`src/rtl/pong_comm_pkg.sv`:
```
// Shared message and packet definitions for the pong board-to-board link.
// The receive side imports this same package, so both ends agree on the framing.
package pong_comm_pkg;

  typedef enum logic [1:0] {
    BALL         = 2'd0,
    MISS         = 2'd1,
    NEW_GAME     = 2'd2,
    NEW_GAME_ACK = 2'd3
  } msg_type_t;

  localparam logic [3:0]  PKT_HDR_NIBBLE = 4'hA;
  localparam int unsigned PKT_BYTES      = 5;
  localparam int unsigned PAYLOAD_W      = 24;
  localparam int unsigned BYTE_IDX_W     = 3;

  typedef struct packed {
    msg_type_t              mtype;
    logic [PAYLOAD_W-1:0]   payload;
  } msg_t;

  typedef enum logic [2:0] {
    ST_IDLE     = 3'd0,
    ST_WAIT_CTS = 3'd1,
    ST_START    = 3'd2,
    ST_DATA     = 3'd3,
    ST_STOP     = 3'd4
  } tx_state_t;

  // Byte idx of the packet: header, payload high..low, then XOR checksum.
  function automatic logic [7:0] pkt_byte(input logic [BYTE_IDX_W-1:0] idx,
                                          input msg_t m);
    logic [7:0] hdr;
    hdr = {PKT_HDR_NIBBLE, m.mtype, 2'b00};
    case (idx)
      3'd0:    pkt_byte = hdr;
      3'd1:    pkt_byte = m.payload[23:16];
      3'd2:    pkt_byte = m.payload[15:8];
      3'd3:    pkt_byte = m.payload[7:0];
      default: pkt_byte = hdr ^ m.payload[23:16] ^ m.payload[15:8] ^ m.payload[7:0];
    endcase
  endfunction

endpackage

```
`src/rtl/uart_baud_tick.sv`:
```
// Bit-period counter: counts 0..DIV-1 and pulses tick_c on the last count.
// clear forces the count back to 0 so each state starts a fresh bit period.
module uart_baud_tick #(
  parameter int unsigned DIV = 434
) (
  input  logic clock,
  input  logic reset,
  input  logic clear,
  output logic tick_c
);

  localparam int unsigned CNT_W = (DIV > 2) ? $clog2(DIV) : 1;

  logic [CNT_W-1:0] count;

  assign tick_c = (count == CNT_W'(DIV - 1));

  always_ff @(posedge clock or posedge reset) begin
    if (reset) begin
      count <= '0;
    end else if (clear || tick_c) begin
      count <= '0;
    end else begin
      count <= count + CNT_W'(1);
    end
  end

endmodule

```
`src/rtl/uart_packet_tx.sv`:
```
// Serializes one typed 24-bit game message into a 5-byte 8N1 UART packet,
// pausing between bytes while the peer holds clear-to-send deasserted.
module uart_packet_tx #(
  parameter int unsigned CLK_HZ = 50_000_000,
  parameter int unsigned BAUD   = 115200
) (
  input  logic        clock,
  input  logic        reset,
  input  logic        msg_valid,
  output logic        msg_ready,
  input  logic [1:0]  msg_type,
  input  logic [23:0] msg_payload,
  input  logic        cts_n,
  output logic        uart_txd,
  output logic        busy
);

  import pong_comm_pkg::*;

  localparam int unsigned DIV = CLK_HZ / BAUD;
  localparam logic [BYTE_IDX_W-1:0] LAST_BYTE = BYTE_IDX_W'(PKT_BYTES - 1);

  tx_state_t             state;
  tx_state_t             state_next;
  msg_t                  msg_q;
  logic [BYTE_IDX_W-1:0] byte_idx;
  logic [2:0]            bit_idx;
  logic [7:0]            shreg;
  logic                  cts_meta;
  logic                  cts_sync;

  logic                  tick_c;
  logic                  accept_c;
  logic                  baud_clear_c;
  logic                  line_c;
  logic                  start_load_c;
  logic [BYTE_IDX_W-1:0] load_idx_c;

  uart_baud_tick #(
    .DIV (DIV)
  ) u_baud (
    .clock  (clock),
    .reset  (reset),
    .clear  (baud_clear_c),
    .tick_c (tick_c)
  );

  // Two-flop synchronizer for the asynchronous peer flow-control line.
  always_ff @(posedge clock or posedge reset) begin
    if (reset) begin
      cts_meta <= 1'b1;
      cts_sync <= 1'b1;
    end else begin
      cts_meta <= cts_n;
      cts_sync <= cts_meta;
    end
  end

  always_ff @(posedge clock or posedge reset) begin
    if (reset) begin
      state <= ST_IDLE;
    end else begin
      state <= state_next;
    end
  end

  always_comb begin
    state_next   = state;
    line_c       = 1'b1;
    accept_c     = msg_valid && msg_ready;
    case (state)
      ST_IDLE: begin
        if (accept_c) begin
          state_next = ST_WAIT_CTS;
        end
      end
      ST_WAIT_CTS: begin
        if (!cts_sync) begin
          state_next = ST_START;
        end
      end
      ST_START: begin
        line_c = 1'b0;
        if (tick_c) begin
          state_next = ST_DATA;
        end
      end
      ST_DATA: begin
        line_c = shreg[0];
        if (tick_c && (bit_idx == 3'd7)) begin
          state_next = ST_STOP;
        end
      end
      ST_STOP: begin
        // With CTS already clear the CTS wait is satisfied in the stop bit's
        // last cycle, so consecutive bytes abut with no extra idle clock.
        if (tick_c) begin
          if (byte_idx == LAST_BYTE) begin
            state_next = ST_IDLE;
          end else if (!cts_sync) begin
            state_next = ST_START;
          end else begin
            state_next = ST_WAIT_CTS;
          end
        end
      end
      default: begin
        state_next = ST_IDLE;
      end
    endcase
    baud_clear_c = (state_next != state) || (state == ST_IDLE) || (state == ST_WAIT_CTS);
    start_load_c = (state_next == ST_START) && (state != ST_START);
    load_idx_c   = (state == ST_STOP) ? (byte_idx + BYTE_IDX_W'(1)) : byte_idx;
  end

  // Message latch, byte/bit sequencing and registered line/handshake outputs.
  always_ff @(posedge clock or posedge reset) begin
    if (reset) begin
      msg_q     <= '0;
      byte_idx  <= '0;
      bit_idx   <= '0;
      shreg     <= '0;
      uart_txd  <= 1'b1;
      msg_ready <= 1'b0;
      busy      <= 1'b0;
    end else begin
      uart_txd  <= line_c;
      msg_ready <= (state_next == ST_IDLE);
      busy      <= (state_next != ST_IDLE);
      if (accept_c) begin
        msg_q    <= '{mtype: msg_type_t'(msg_type), payload: msg_payload};
        byte_idx <= '0;
      end
      if (start_load_c) begin
        shreg   <= pkt_byte(load_idx_c, msg_q);
        bit_idx <= '0;
      end else if ((state == ST_DATA) && tick_c) begin
        shreg   <= {1'b0, shreg[7:1]};
        bit_idx <= bit_idx + 3'd1;
      end
      if ((state == ST_STOP) && tick_c && (byte_idx != LAST_BYTE)) begin
        byte_idx <= byte_idx + BYTE_IDX_W'(1);
      end
    end
  end

endmodule

```
`config.mk`:
```
export PLATFORM = sky130hd
export DESIGN_NAME = uart_packet_tx
export DESIGN_NICKNAME = d
export VERILOG_FILES = /design/src/rtl/pong_comm_pkg.sv /design/src/rtl/uart_baud_tick.sv /design/src/rtl/uart_packet_tx.sv
export SDC_FILE = /design/constraint.sdc
export NUM_CORES = 1
export LEC_CHECK = 0
export CORE_UTILIZATION = 50
export DETAILED_ROUTE_END_ITERATION = 7
export PLACE_DENSITY_LB_ADDON = 0.1
export SETUP_SLACK_MARGIN = 0.2
export SLEW_MARGIN = 20
export SYNTH_ARGS = -nofsm -noshare
export SYNTH_HDL_FRONTEND = slang
export SYNTH_HIERARCHICAL = 1
export SYNTH_SLANG_ARGS = --single-unit
```
`constraint.sdc`:
```
create_clock -name clock -period 4.1 [get_ports clock]
set_input_delay 0.82 -clock clock [delete_from_list [all_inputs] [get_ports clock]]
set_output_delay 0.82 -clock clock [all_outputs]
set_load 0.02 [all_outputs]
```
After elaboration in Yosys (flattened, before gate mapping)
Cells that the tools add are included.
{ "word_totals": {"out_inout_bits": 3, "regBits": 57, "mem_bits_rw": 0, "inputBits": 30, "memories": 0, "latchBits": 0, "rom_bits": 0} }
{ "op_classes": {"shift": 0, "n_eq_ne": 14, "n_reduce_logical": 15, "muxes": 18, "magnitude_cmp": 0, "multipliers": 0, "addsub": 3, "bitwise_logic": 3, "div": 0} }
{ "op_table": {"columns": ["op", "n"], "rows": [
  ["8-bit case mux with 4 select lines", 1],
  ["3-bit 2-to-1 mux", 10],
  ["8-bit bitwise XOR", 3],
  ["8-bit 2-to-1 mux", 2],
  ["3-bit by 2-bit equality test with 1-bit output, second input constant", 5],
  ["3-bit case mux with 5 select lines", 1],
  ["9-bit by 1-bit adder with 9-bit output, second input constant", 1],
  ["3-bit equality test, second input constant", 3],
  ["9-bit equality test, second input constant", 1],
  ["3-bit logical NOT", 3],
  ["9-bit 2-to-1 mux", 1],
  ["3-bit by 1-bit adder with 3-bit output, second input constant", 2],
  ["3-bit by 1-bit equality test with 1-bit output, second input constant", 2],
  ["1-bit logical AND", 6],
  ["2-bit 2-to-1 mux", 2],
  ["2-bit nonzero test", 2],
  ["1-bit logical OR", 3],
  ["3-bit by 2-bit != test with 1-bit output, second input constant", 1],
  ["3-bit != test", 1],
  ["3-bit != test, second input constant", 1],
  ["3-bit nonzero test", 1],
  ["1-bit case mux with 2 select lines", 1]
]} }

Logic depth before layout (Yosys ltp)
Gate-level depths: netlist of the first run.
{ "logic_depth": {"word_depth": 9, "depth_mapped": 12, "depth_no_buf": 12} }

Cells and area by module
Netlist of the first run, hierarchy kept.
{ "modules_own_cells": {"columns": ["mod", "cells_per_inst", "n_inst", "area_each_um2", "seq_area_each_um2"], "rows": [
  ["uart_packet_tx", 256, 1, 2707.6, 1204.9],
  ["uart_baud_tick", 49, 1, 489.2, 225.2]
]} }

Least setup slack after synthesis of the first run
Ideal clock, no wire load.
{ "synth_path": {"path_type": "register -> register", "start": "reg u_baud.count[2]", "end": "reg u_baud.count[2]", "arrival_ns": 2.474, "period_less_slack_ns": 2.603, "t_required_ns": 3.971, "slack_ns": 1.497, "path_stages_with_launch": 11, "setup_time_ns": 0.129, "cell_sequence": "dfrtp_1 or3_4 nor3_1 a21bo_2 o21ai_1 a311o_1 mux2i_1 a21oi_1 inv_1 o31ai_4 nor2_1"} }
{ "synth_via": {"elab_chain_len": 9, "word_cells_on_any_way": 12, "cone_classes": "1 x add/sub; 2 x eq/ne; 5 x mux; 4 x reduce/logical"} }
{ "synth_rtl": {"columns": ["item", "line", "text"], "rows": [
  ["start, declared", "uart_baud_tick.sv:14", "logic [CNT_W-1:0] count;"],
  ["start signal, assigned", "uart_baud_tick.sv:24", "count <= count + CNT_W'(1);"],
  ["9-bit equality test (*)", "uart_baud_tick.sv:16", "assign tick_c = (count == CNT_W'(DIV - 1));"],
  ["named net tick_c", "uart_packet_tx.sv:32", "logic tick_c;"],
  ["1-bit logical AND", "uart_packet_tx.sv:90", "if (tick_c && (bit_idx == 3'd7)) begin"],
  ["3-bit 2-to-1 mux", "uart_packet_tx.sv:90", null],
  ["3-bit case mux with 5 select lines (*)", "uart_packet_tx.sv:71", "case (state)"],
  ["named net state_next[0]", "uart_packet_tx.sv:24", "tx_state_t state_next;"],
  ["3-bit != test (*)", "uart_packet_tx.sv:111", "baud_clear_c = (state_next != state) || (state == ST_IDLE) || (state == ST_WAIT_CTS);"],
  ["1-bit logical OR (*) (2 in series)", "uart_packet_tx.sv:111", null],
  ["named net baud_clear_c", "uart_packet_tx.sv:34", "logic baud_clear_c;"],
  ["1-bit logical OR (*)", "uart_baud_tick.sv:21", "end else if (clear || tick_c) begin"],
  ["9-bit 2-to-1 mux (*)", "uart_baud_tick.sv:21", null]
]} }
Mark *: on every way through the listed nets, which the timed path passes. The rest lies on a longest branch.
A chain may end at the register's enable or synchronous reset.

Final worst setup path of the first run
{ "layout_path": {"start": "reg u_baud.count[2]", "end": "reg u_baud.count[3]"} }
Same word-level chain as after synthesis.

==> results of run 1 <==
## routing by layer
| metal | track usage, % | up-vias |
|---|---|---|
| met2 | 33.5 | 79 |
| met3 | 5.33 | 11 |
| met4 | 9.30 | 0 |
| li1 | - | 1186 |
| met5 | 0 | - |
| met1 | 33.1 | 1211 |
## cells by family (layout without fill, tap and decap cells)
family                     Yosys count  count (layout)  synth area share, %
adders and majority gates            6               6                 2.35
and+or+nand+nor                     87              87                 13.6
xor gates and xnor gates            24              24                 6.58
muxes                               40              40                 13.5
AOI/OAI and AO/OA                   67              67                 16.0
buffers and inverters               24              59                 3.21
DFF                                 57              57                 44.7
## sequential cells by signal (all words and copies together), names as in the netlist
name          count
bit_idx           3
msg_q            26
cts_meta          1
byte_idx          3
state             3
cts_sync          1
msg_ready         1
busy              1
u_baud/count      9
uart_txd          1
shreg             8
## cells in the final DEF, fill, tap and decap left out, drive strengths merged, types with 3 or more instances in the layout
cell and n:
mux2 26, o221ai 3, xor2 12, dfrtp 54
ha 6, a211oi 3, nor2 13, clkdlybuf4s50 32
or3 4, nor3 4, a221o 3, a21oi 15
o211ai 5, clkbuf 14, xnor2 12, dfstp 3
a31oi 7, inv 9, mux2i 14, nand3 19
nand2 33, o21ai 11, o221a 4, o2111ai 5
## synth_stat cells (2+ instances only)
cell,number,area (um^2)
sky130_fd_sc_hd__a32oi_1,2,17.5
sky130_fd_sc_hd__inv_1,10,37.5
sky130_fd_sc_hd__nand2_1,33,124
sky130_fd_sc_hd__mux2i_1,14,140
sky130_fd_sc_hd__o211ai_1,5,37.5
sky130_fd_sc_hd__o21ai_0,8,40.0
sky130_fd_sc_hd__o21ai_1,3,15.0
sky130_fd_sc_hd__xor2_1,12,105
sky130_fd_sc_hd__ha_1,6,75.1
sky130_fd_sc_hd__or3b_1,2,17.5
sky130_fd_sc_hd__a211oi_1,2,15.0
sky130_fd_sc_hd__dfrtp_1,54,1350
sky130_fd_sc_hd__a31oi_1,7,43.8
sky130_fd_sc_hd__mux2_2,26,293
sky130_fd_sc_hd__o2111ai_1,5,43.8
sky130_fd_sc_hd__a21oi_1,15,75.1
sky130_fd_sc_hd__nor2_1,13,48.8
sky130_fd_sc_hd__nand3_1,19,95.1
sky130_fd_sc_hd__xnor2_1,12,105
sky130_fd_sc_hd__o221ai_1,3,26.3
sky130_fd_sc_hd__or3_1,3,18.8
sky130_fd_sc_hd__nand2b_1,2,12.5
sky130_fd_sc_hd__a221o_1,3,30.0
sky130_fd_sc_hd__or2_2,2,12.5
sky130_fd_sc_hd__dfstp_2,3,78.8
sky130_fd_sc_hd__nor3_1,4,20.0
sky130_fd_sc_hd__clkbuf_1,10,37.5
sky130_fd_sc_hd__o221a_2,4,45.0
## final timing paths
kind,to,slack [ps],depth (start not counted)
setup / recovery,u_baud/count[3],1040,10
hold reg to reg,cts_sync,360,0
max in group asynchronous,msg_q[7],2610,2
min in group asynchronous,u_baud/count[8],800,2
hold / removal,cts_sync,360,0
setup reg to reg,u_baud/count[3],1040,10
## stage by stage
stage	power (mW)	cell area, um^2
finish	1.16	3760
global route	1.19	3760
CTS	1.17	3760
detailed placement	0.615	3550
global placement	0.615	3550
floorplan	0.584	3200
## worst max-delay path: cells and delay by family, from the launching register on
kind | cells | cell delay [ps]
flip-flops | 1 | 440
buffers and inverters | 1 | 130
AND/OR/NAND/NOR | 3 | 1100
AO/OA/AOI/OAI | 5 | 1170
multiplexers | 1 | 80
## power by group
group | switching [mW] | leakage (nW) | internal (mW)
clock network | 0.223 | 0.107 | 0.330
registers | 0.000878 | 0.740 | 0.564
logic | 0.0147 | 0.833 | 0.0242
## area by class of cell
| class | count | area, um^2 |
|---|---|---|
| fill | 516 | 2300 |
| multi-input combinational | 224 | 1660 |
| sequential | 57 | 1430 |
| timing repair buffer | 33 | 328 |
| clock buffer | 14 | 173 |
| tap | 75 | 93.8 |
| inverter | 10 | 38.8 |
| clock inverter | 2 | 35.0 |
==> impl_results.md, run 1 <==
- Time the final worst path needs with I/O delays and setup: 3060 ps
- Area inside the core boundary: 6060 um^2
- Signal arrival time at the worst endpoint: 3270 ps
- Worst slew pin tran: 914 ps
- Crit Path Class: flip-flop to flip-flop
- Distinct cell type count of the synthesized netlist: 51
- Max-slew violation total from the final report: 0
- Launch instance of the worst register-to-register path: u_baud/count[2]
- Clock tree from TritonCTS: built
- Largest net degree at the start of global routing: 49
- Number of enable-type register cells in the synthesized netlist: 0
- Endpoints failing hold: 0
- Kind of end point of the critical path: flip-flop
- Number of setup buffers added after CTS: 0
- Max-slew headroom: 38.8%
- Synthesized area per cell: 10.5 um^2
- Maximum fanout along the worst path: 7
- Cell with the largest stage delay on the worst path: sky130_fd_sc_hd__nor3_1
- Clock Pin Slew Worst Setup and Hold Paths: 60 ps
- Finish-stage setup viols: 0
- Wire length on met3: 379 um
- Start point of the critical path: u_baud/count[2]
- Area of the die: 6720 um^2
- Highest Clock Rate: 327 MHz
- Initial DRC Count: 226
- Aggregate global routing overflow: 0
- Bufs on Longest Clock Path: 2
- Met2 WL: 3.06 mm
- Hold Buf Count CTS: 0
- Post-DP HPWL: 4.60 mm
- Horizontal extent of the die: 82.0 um
- Pwr/cell area: 307 nW/um^2
- Wire length per cell after detailed routing: 16.5 um
- Fin Hold WS: 355 ps
- Area growth, synth to finish: 17.7%
- DRC violation count after routing: 0
- Net total in the final layout: 371
- Clock latency reported for the late side of the worst-skew pair: 340 ps
- Number of buffers inserted by port buffering: 32
- Cell area after synthesis: 3200 um^2
- PostCTS Resize Cnt: 0
- Final worst clock skew: 8.53 ps
- Ys async rst share: 100%
- Global-route wire length before repair: 11.5 mm
- Yosys Warn Count: 6
- Fin crit share: 74.6%
- Final worst setup slack: 1040 ps
- Vias: 2487
- Antenna-violating nets left: 0
- Final Util: 62.1%
- Largest vdd supply drop: 0.215 mV
- Initial antenna violation count: 0
- Leakage power of the design: 1.68 nW
- Slowest cell delay on critical path: 580 ps
- Gate count after technology mapping: 305
- Count of maximum capacitance violations: 0
- Vias in the first global route: 2299
- Hold Path Origin: cts_meta
- Setup repair after global routing missed its margin: no
- Kind of path behind the tightest hold check: flip-flop to flip-flop
- Chain of cells forming the critical path: or3_4, nor3_1, a21bo_2, o21ai_1, a311o_1, mux2i_1, a21oi_1, inv_1, o31ai_4, nor2_1
- Antenna diode count: 0
- Die Span Y: 82.0 um
- Final WL: 6.83 mm
- Post-Place Setup Slack: 1060 ps
- Number of H-tree branching levels: 3
- Proportion of layout cells with a drive suffix above 1: 17.6%
- Num Clock Sinks: 57
- Router iterations before antenna repair: 4
- Req. time, crit path: 4320 ps
- Clock tree root driver cell: sky130_fd_sc_hd__clkbuf_8
- Setup_tns: 0 ps
- Synthesized Nets: 341
- Number of top-level design ports: 33
- Effective utilization at floorplan: 52.7%
- FF+latch count, synth: 57
- Launching element type of the critical path: flip-flop
- Sequential-to-total area share from yosys stat: 44.7%
- Average via count per standard cell: 5.99
- Number of cell rows: 28
- Primary flip-flop cell chosen by synthesis mapping: sky130_fd_sc_hd__dfrtp_1
- Gpl congestion: 0.801
- Length of routed wiring on met1: 3.30 mm
- Highest metal used: met4
- Global-route usage over all layers: 23.1%
- Inserted Clock Buffers: 9
- Placed insts: 399
- Final standard cell count with taps included and fillers excluded: 415
- Result of the run: finished clean
Power figures use the tool's default switching activity.
==> inputs of run 2 (changes only) <==
Clock period 4.1 ns to 2.7 ns, I/O delays scaled along.
==> impl_results.md, run 2 (same netlist as run 1, synthesis figures left out) <==
- Area inside the core boundary: 6060 um^2 (unchanged)
- Final WL: 6.66 mm (-2.6%)
- Clock tree from TritonCTS: built
- Pwr/cell area: 467 nW/um^2 (+52%)
- Most common library cell in the layout ignoring fill and taps: sky130_fd_sc_hd__dfrtp_1
- Post-DP HPWL: 4.67 mm (+1.5%)
- Aggregate global routing overflow: 0 (unchanged)
- Largest vdd supply drop: 0.363 mV (+69%)
- Number of H-tree branching levels: 3 (unchanged)
- Launching element type of the critical path: flip-flop
- Design Area, Final: 3910 um^2 (+4.0%)
- Part of the power in registers: 46.9% (-2.0 points)
- Maximum fanout along the worst path: 6 (-1)
- Clock Pin Slew Worst Setup and Hold Paths: 60 ps (about the same)
- Placed insts: 413 (+3.5%)
- Req. time, crit path: 2910 ps (-1410 ps)
- Commonest non-fill, non-tap cells in the layout: sky130_fd_sc_hd__dfrtp_1 (54), sky130_fd_sc_hd__nand2_1 (33), sky130_fd_sc_hd__clkdlybuf4s50_1 (32)
- Count of maximum capacitance violations: 0 (unchanged)
- Cell-internal power: 1.46 mW (+59%)
- Clock tree root driver cell: sky130_fd_sc_hd__clkbuf_8
- Endpoints failing hold: 0 (unchanged)
- Max-slew headroom: 60.4% (+22 points)
- Chain of cells forming the critical path: or3_4, nor3_2, buf_4, nand2_1, a211oi_1, a311o_1, mux2i_1, a21oi_1, inv_1, o31ai_4, nor2_1
- Switching pwr: 0.368 mW (+54%)
- Number of cell rows: 28 (unchanged)
- Effective utilization at floorplan: 52.7% (unchanged)
- Final worst clock skew: 7.51 ps (-1.02 ps)
- Final standard cell count with taps included and fillers excluded: 430 (+3.6%)
- Leakage power of the design: 1.77 nW (+5.4%)
- Number of flip-flops under the largest register name: 26 (unchanged)
- Final worst setup slack: 329 ps (-713 ps)
- Antenna-violating nets left: 0 (unchanged)
- Sw frac: 20.1% (-0.47 points)
- Largest net degree at the start of global routing: 49 (unchanged)
- DRC violation count after routing: 0 (unchanged)
- Area growth, synth to finish: 22.4%
- Num Clock Sinks: 57 (unchanged)
- Area of the die: 6720 um^2 (unchanged)
- Kind of end point of the critical path: flip-flop
- Wire length per cell after detailed routing: 15.5 um (-6.0%)
- Setup_tns: 0 ps (unchanged)
- Final Util: 64.6% (+2.5 points)
- Initial antenna violation count: 0 (unchanged)
- Post-Place Setup Slack: 309 ps (-750 ps)
- Kind of path behind the tightest hold check: flip-flop to flip-flop
- Clock latency reported for the late side of the worst-skew pair: 340 ps (about the same)
- Bufs on Longest Clock Path: 2 (unchanged)
- Largest registers in the final layout: msg_q (26), u_baud/count (9), shreg (8)
- Inserted Clock Buffers: 9 (unchanged)
- FF-to-FF setup slack: 330 ps (-710 ps)
- PnR Total Power: 1.83 mW (+58%)
- Net total in the final layout: 386 (+4.0%)
- Fin crit share: 87.8% (+13 points)
- # fillers: 510 (-1.2%)
- Router iterations before antenna repair: 4 (unchanged)
- Finish-stage setup viols: 0 (unchanged)
- Global-route usage over all layers: 22.6% (-0.55 points)
- Antenna diode count: 0 (unchanged)
- Combinational group share of total power: 3.2% (-0.2 points)
- Slowest cell delay on critical path: 440 ps (-140 ps)
- Top reg by flops: msg_q
- Number of buffers inserted by port buffering: 32 (unchanged)
- Fraction of power consumed by the clock network: 49.8% (+2.0 points)
- Hold Buf Count CTS: 0 (unchanged)
- Proportion of layout cells with a drive suffix above 1: 22.3% (+4.6 points)
- Highest Clock Rate: 422 MHz (+29%)
- Gpl congestion: 0.810 (+1.1%)
- Max-slew violation total from the final report: 0 (unchanged)
- Average via count per standard cell: 5.74 (-4.2%)
- Vias: 2469 (-0.72%)
- Cell with the largest stage delay on the worst path: sky130_fd_sc_hd__dfrtp_1
- Crit Path Class: flip-flop to flip-flop
- Number of top-level design ports: 33 (unchanged)
- Signal arrival time at the worst endpoint: 2580 ps (-690 ps)
- Setup repair after global routing missed its margin: no
- Fin Hold WS: 359 ps (+3.49 ps)
- Time the final worst path needs with I/O delays and setup: 2370 ps (-687 ps)
- Horizontal extent of the die: 82.0 um (unchanged)
- Vias in the first global route: 2313 (+0.61%)
- Result of the run: finished clean
- Die Span Y: 82.0 um (unchanged)
- Initial DRC Count: 120 (-47%)
- Worst slew pin tran: 586 ps (-328 ps)
- Post-detailed-placement cell area: 3680 um^2 (+3.5%)
- Global-route wire length before repair: 11.1 mm (-3.2%)
run 2: changes by cell type in the layout (fill, tap and decap cells not counted), sizes merged:
cell	delta
clkinvlp	+1
buf	+15
inv	+1
bufinv	+1
clkbuf	-3
run 2: final cells by class:
| class | instances | area, um^2 | area share, % |
|---|---|---|---|
| Multi-Input combinational cell | 224 | 1670 | 42.7 |
| Sequential cell | 57 | 1430 | 36.5 |
| Timing Repair Buffer | 48 | 453 | 11.6 |
| Clock buffer | 11 | 151 | 3.87 |
| Tap cell | 75 | 93.8 | 2.40 |
| Clock inverter | 5 | 77.6 | 1.98 |
| Inverter | 10 | 37.5 | 0.959 |
run 2: final timing paths:
kind / from / endpoint / depth (start not counted)
setup / recovery: u_baud/count[2] / u_baud/count[3] / 11
hold / removal: cts_meta / cts_sync / 0
max in group asynchronous: reset / bit_idx[1] / 3
min in group asynchronous: reset / u_baud/count[7] / 2
hold reg to reg: cts_meta / cts_sync / 0
setup reg to reg: u_baud/count[2] / u_baud/count[3] / 11
run 2: power groups by stage:
stage                     Combinational (mW)  Clock (mW)  Sequential (mW)
after global routing                  0.0670       0.964            0.858
after CTS                             0.0617       0.933            0.858
after detailed placement              0.0615           0            0.874
after global placement                0.0608           0            0.874
after floorplan                       0.0130           0            0.873
final                                 0.0594       0.911            0.858
run 2: worst max-delay path: cells and delay by family, from the launching register on:
kind	cells	cell delay [ps]
muxes	1	80
and+or+nand+nor	4	730
AOI/OAI and AO/OA	4	740
buffers and inverters	2	250
DFF	1	440
run 2: what timing repair did:
item                                    in CTS  in global routing
setup buffers                                0                  1
resized for setup                            0                  1
endpoints found under the setup margin       0                  6
run 2: layer usage:
layer	up-vias	part of all wire, %	GRT usage, %
li1	1213	-	-
met1	1202	50	32.7
met2	50	45	31.8
met3	4	3.9	5.56
met4	0	0.93	9.47
met5	-	0	0
==> inputs of run 3 (changes only) <==
Settings changed: CORE_MARGIN set to 8, SETUP_SLACK_MARGIN 0.2 to 0.1.
==> impl_results.md, run 3 (same netlist as run 1, synthesis figures left out) <==
- Result of the run: finished clean
- Clock Pin Slew Worst Setup and Hold Paths: 70 ps (about the same)
- Hold Buf Count CTS: 0 (unchanged)
- PnR Total Power: 1.75 mW (-4.4%)
- Num Clock Sinks: 57 (unchanged)
- Gpl congestion: 0.851 (+5.0%)
- Setup repair after global routing missed its margin: no
- Top reg by flops: msg_q
- Router iterations before antenna repair: 4 (unchanged)
- Post-DP HPWL: 4.93 mm (+5.6%)
- Initial antenna violation count: 0 (unchanged)
- Part of the power in registers: 49.1% (+2.2 points)
- Switching pwr: 0.350 mW (-5.0%)
- Signal arrival time at the worst endpoint: 2630 ps (+50 ps)
- Clock latency reported for the late side of the worst-skew pair: 330 ps (about the same)
- Max-slew violation total from the final report: 0 (unchanged)
- Fraction of power consumed by the clock network: 47.4% (-2.4 points)
- Area inside the core boundary: 6280 um^2 (+3.6%)
- Aggregate global routing overflow: 0 (unchanged)
- Vias in the first global route: 2491 (+7.7%)
- Global-route wire length before repair: 11.9 mm (+7.2%)
- Number of H-tree branching levels: 3 (unchanged)
- Finish-stage setup viols: 0 (unchanged)
- Number of setup buffers added after CTS: 0 (unchanged)
- Number of top-level design ports: 33 (unchanged)
- Clock tree root driver cell: sky130_fd_sc_hd__clkbuf_8
- Largest net degree at the start of global routing: 29 (-41%)
- Worst slew pin tran: 603 ps (+16.6 ps)
- Sw frac: 20.0% (-0.11 points)
- Antenna-violating nets left: 0 (unchanged)
- # fillers: 526 (+3.1%)
- Pwr/cell area: 450 nW/um^2 (-3.6%)
- Leakage power of the design: 1.75 nW (-1.3%)
- DRC violation count after routing: 0 (unchanged)
- Die Span Y: 96.0 um (+17%)
- Highest Clock Rate: 413 MHz (-2.1%)
- Chain of cells forming the critical path: or3_4, nor3_2, buf_4, nand2_1, a211oi_1, a311o_1, mux2i_1, a21oi_1, inv_1, o31ai_4, nor2_1
- Final worst clock skew: 10.3 ps (+2.82 ps)
- Cell-internal power: 1.40 mW (-4.3%)
- Count of maximum capacitance violations: 0 (unchanged)
- Maximum fanout along the worst path: 6 (unchanged)
- Area growth, synth to finish: 21.4%
- Final WL: 6.83 mm (+2.6%)
- Effective utilization at floorplan: 50.9% (-1.8 points)
- Launching element type of the critical path: flip-flop
- Setup_tns: 0 ps (unchanged)
- Initial DRC Count: 117 (-2.5%)
- Most common library cell in the layout ignoring fill and taps: sky130_fd_sc_hd__dfrtp_1
- Largest registers in the final layout: msg_q (26), u_baud/count (9), shreg (8)
- Area of the die: 9210 um^2 (+37%)
- Horizontal extent of the die: 96.0 um (+17%)
- Final Util: 61.8% (-2.7 points)
- Clock tree from TritonCTS: built
- Req. time, crit path: 2910 ps (about the same)
- Largest vdd supply drop: 0.320 mV (-12%)
- Proportion of layout cells with a drive suffix above 1: 21.5% (-0.72 points)
- Vias: 2480 (+0.45%)
- Time the final worst path needs with I/O delays and setup: 2420 ps (+50.6 ps)
- Max-slew headroom: 59.2% (-1.1 points)
- Slowest cell delay on critical path: 440 ps (about the same)
- Antenna diode count: 0 (unchanged)
- Global-route usage over all layers: 16.5% (-6.1 points)
- Inserted Clock Buffers: 9 (unchanged)
- Commonest non-fill, non-tap cells in the layout: sky130_fd_sc_hd__dfrtp_1 (53), sky130_fd_sc_hd__nand2_1 (33), sky130_fd_sc_hd__clkdlybuf4s50_1 (32)
- Average via count per standard cell: 5.77 (+0.45%)
- Net total in the final layout: 384 (-0.52%)
- Number of cell rows: 29 (+3.6%)
- Kind of path behind the tightest hold check: flip-flop to flip-flop
- Fin crit share: 89.7% (+1.9 points)
- Crit Path Class: flip-flop to flip-flop
- Bufs on Longest Clock Path: 2 (unchanged)
- Number of buffers inserted by port buffering: 32 (unchanged)
- Kind of end point of the critical path: flip-flop
- Number of flip-flops under the largest register name: 26 (unchanged)
- Endpoints failing hold: 0 (unchanged)
- Wire length per cell after detailed routing: 15.9 um (+2.6%)
- Combinational group share of total power: 3.5% (+0.3 points)
- Cell with the largest stage delay on the worst path: sky130_fd_sc_hd__dfrtp_1
## run 3: repair_timing
item,in CTS,in global routing
resized for setup,0,2
setup endpoints to repair,0,2
endpoints found under the hold margin,0,0
## run 3: worst paths after layout
| kind | start | endpoint | slack, ps | depth (start not counted) |
|---|---|---|---|---|
| worst min-delay path | cts_meta | cts_sync | 360 | 0 |
| worst max-delay path | u_baud/count[2] | u_baud/count[3] | 280 | 11 |
| worst max register to register | u_baud/count[2] | u_baud/count[3] | 280 | 11 |
| max in group asynchronous | reset | uart_txd | 1530 | 3 |
| worst min register to register | cts_meta | cts_sync | 360 | 0 |
| min in group asynchronous | reset | u_baud/count[1] | 520 | 2 |
## run 3: stage by stage
step / cells / cell area (um^2) / hold WS [ps] / setup slack, ps
floorplan: 305 / 3200 / 345 / 177
global placement: 414 / 3670 / 346 / 340
global route: 430 / 3880 / 366 / 104
CTS: 430 / 3880 / 362 / 254
detailed placement: 414 / 3670 / 348 / 268
finish: 430 / 3880 / 360 / 279
## run 3: critical path: cells and delay by family, from the launching register on
family,cells,cell delay [ps]
flops,1,440
buf+inv,2,270
mux,1,80
compound gates,4,760
simple gates,4,720
## run 3: area by class of cell
type / count / area, um^2 / area share (%)
Tap cell: 77 / 96.3 / 2.48
Clock buffer: 14 / 173 / 4.45
Multi-Input combinational cell: 224 / 1670 / 43.0
Sequential cell: 57 / 1430 / 36.9
Timing Repair Buffer: 46 / 438 / 11.3
Inverter: 10 / 37.5 / 0.967
Clock inverter: 2 / 35.0 / 0.903
## run 3: power groups by stage
stage                     Clock, mW  Combinational, mW  Sequential, mW
after detailed placement          0             0.0640           0.874
final                         0.828             0.0617           0.858
after floorplan                   0             0.0130           0.873
after CTS                     0.845             0.0641           0.858
after global placement            0             0.0633           0.874
after global routing          0.886             0.0690           0.858
## run 3: routing by layer
| metal | up-vias | GRT usage, % | share of wire [%] |
|---|---|---|---|
| met5 | - | 0 | 0 |
| met4 | 0 | 6.79 | 1.2 |
| met3 | 9 | 5.07 | 5.3 |
| met2 | 69 | 24.1 | 45 |
| met1 | 1192 | 22.2 | 49 |
| li1 | 1210 | - | - |
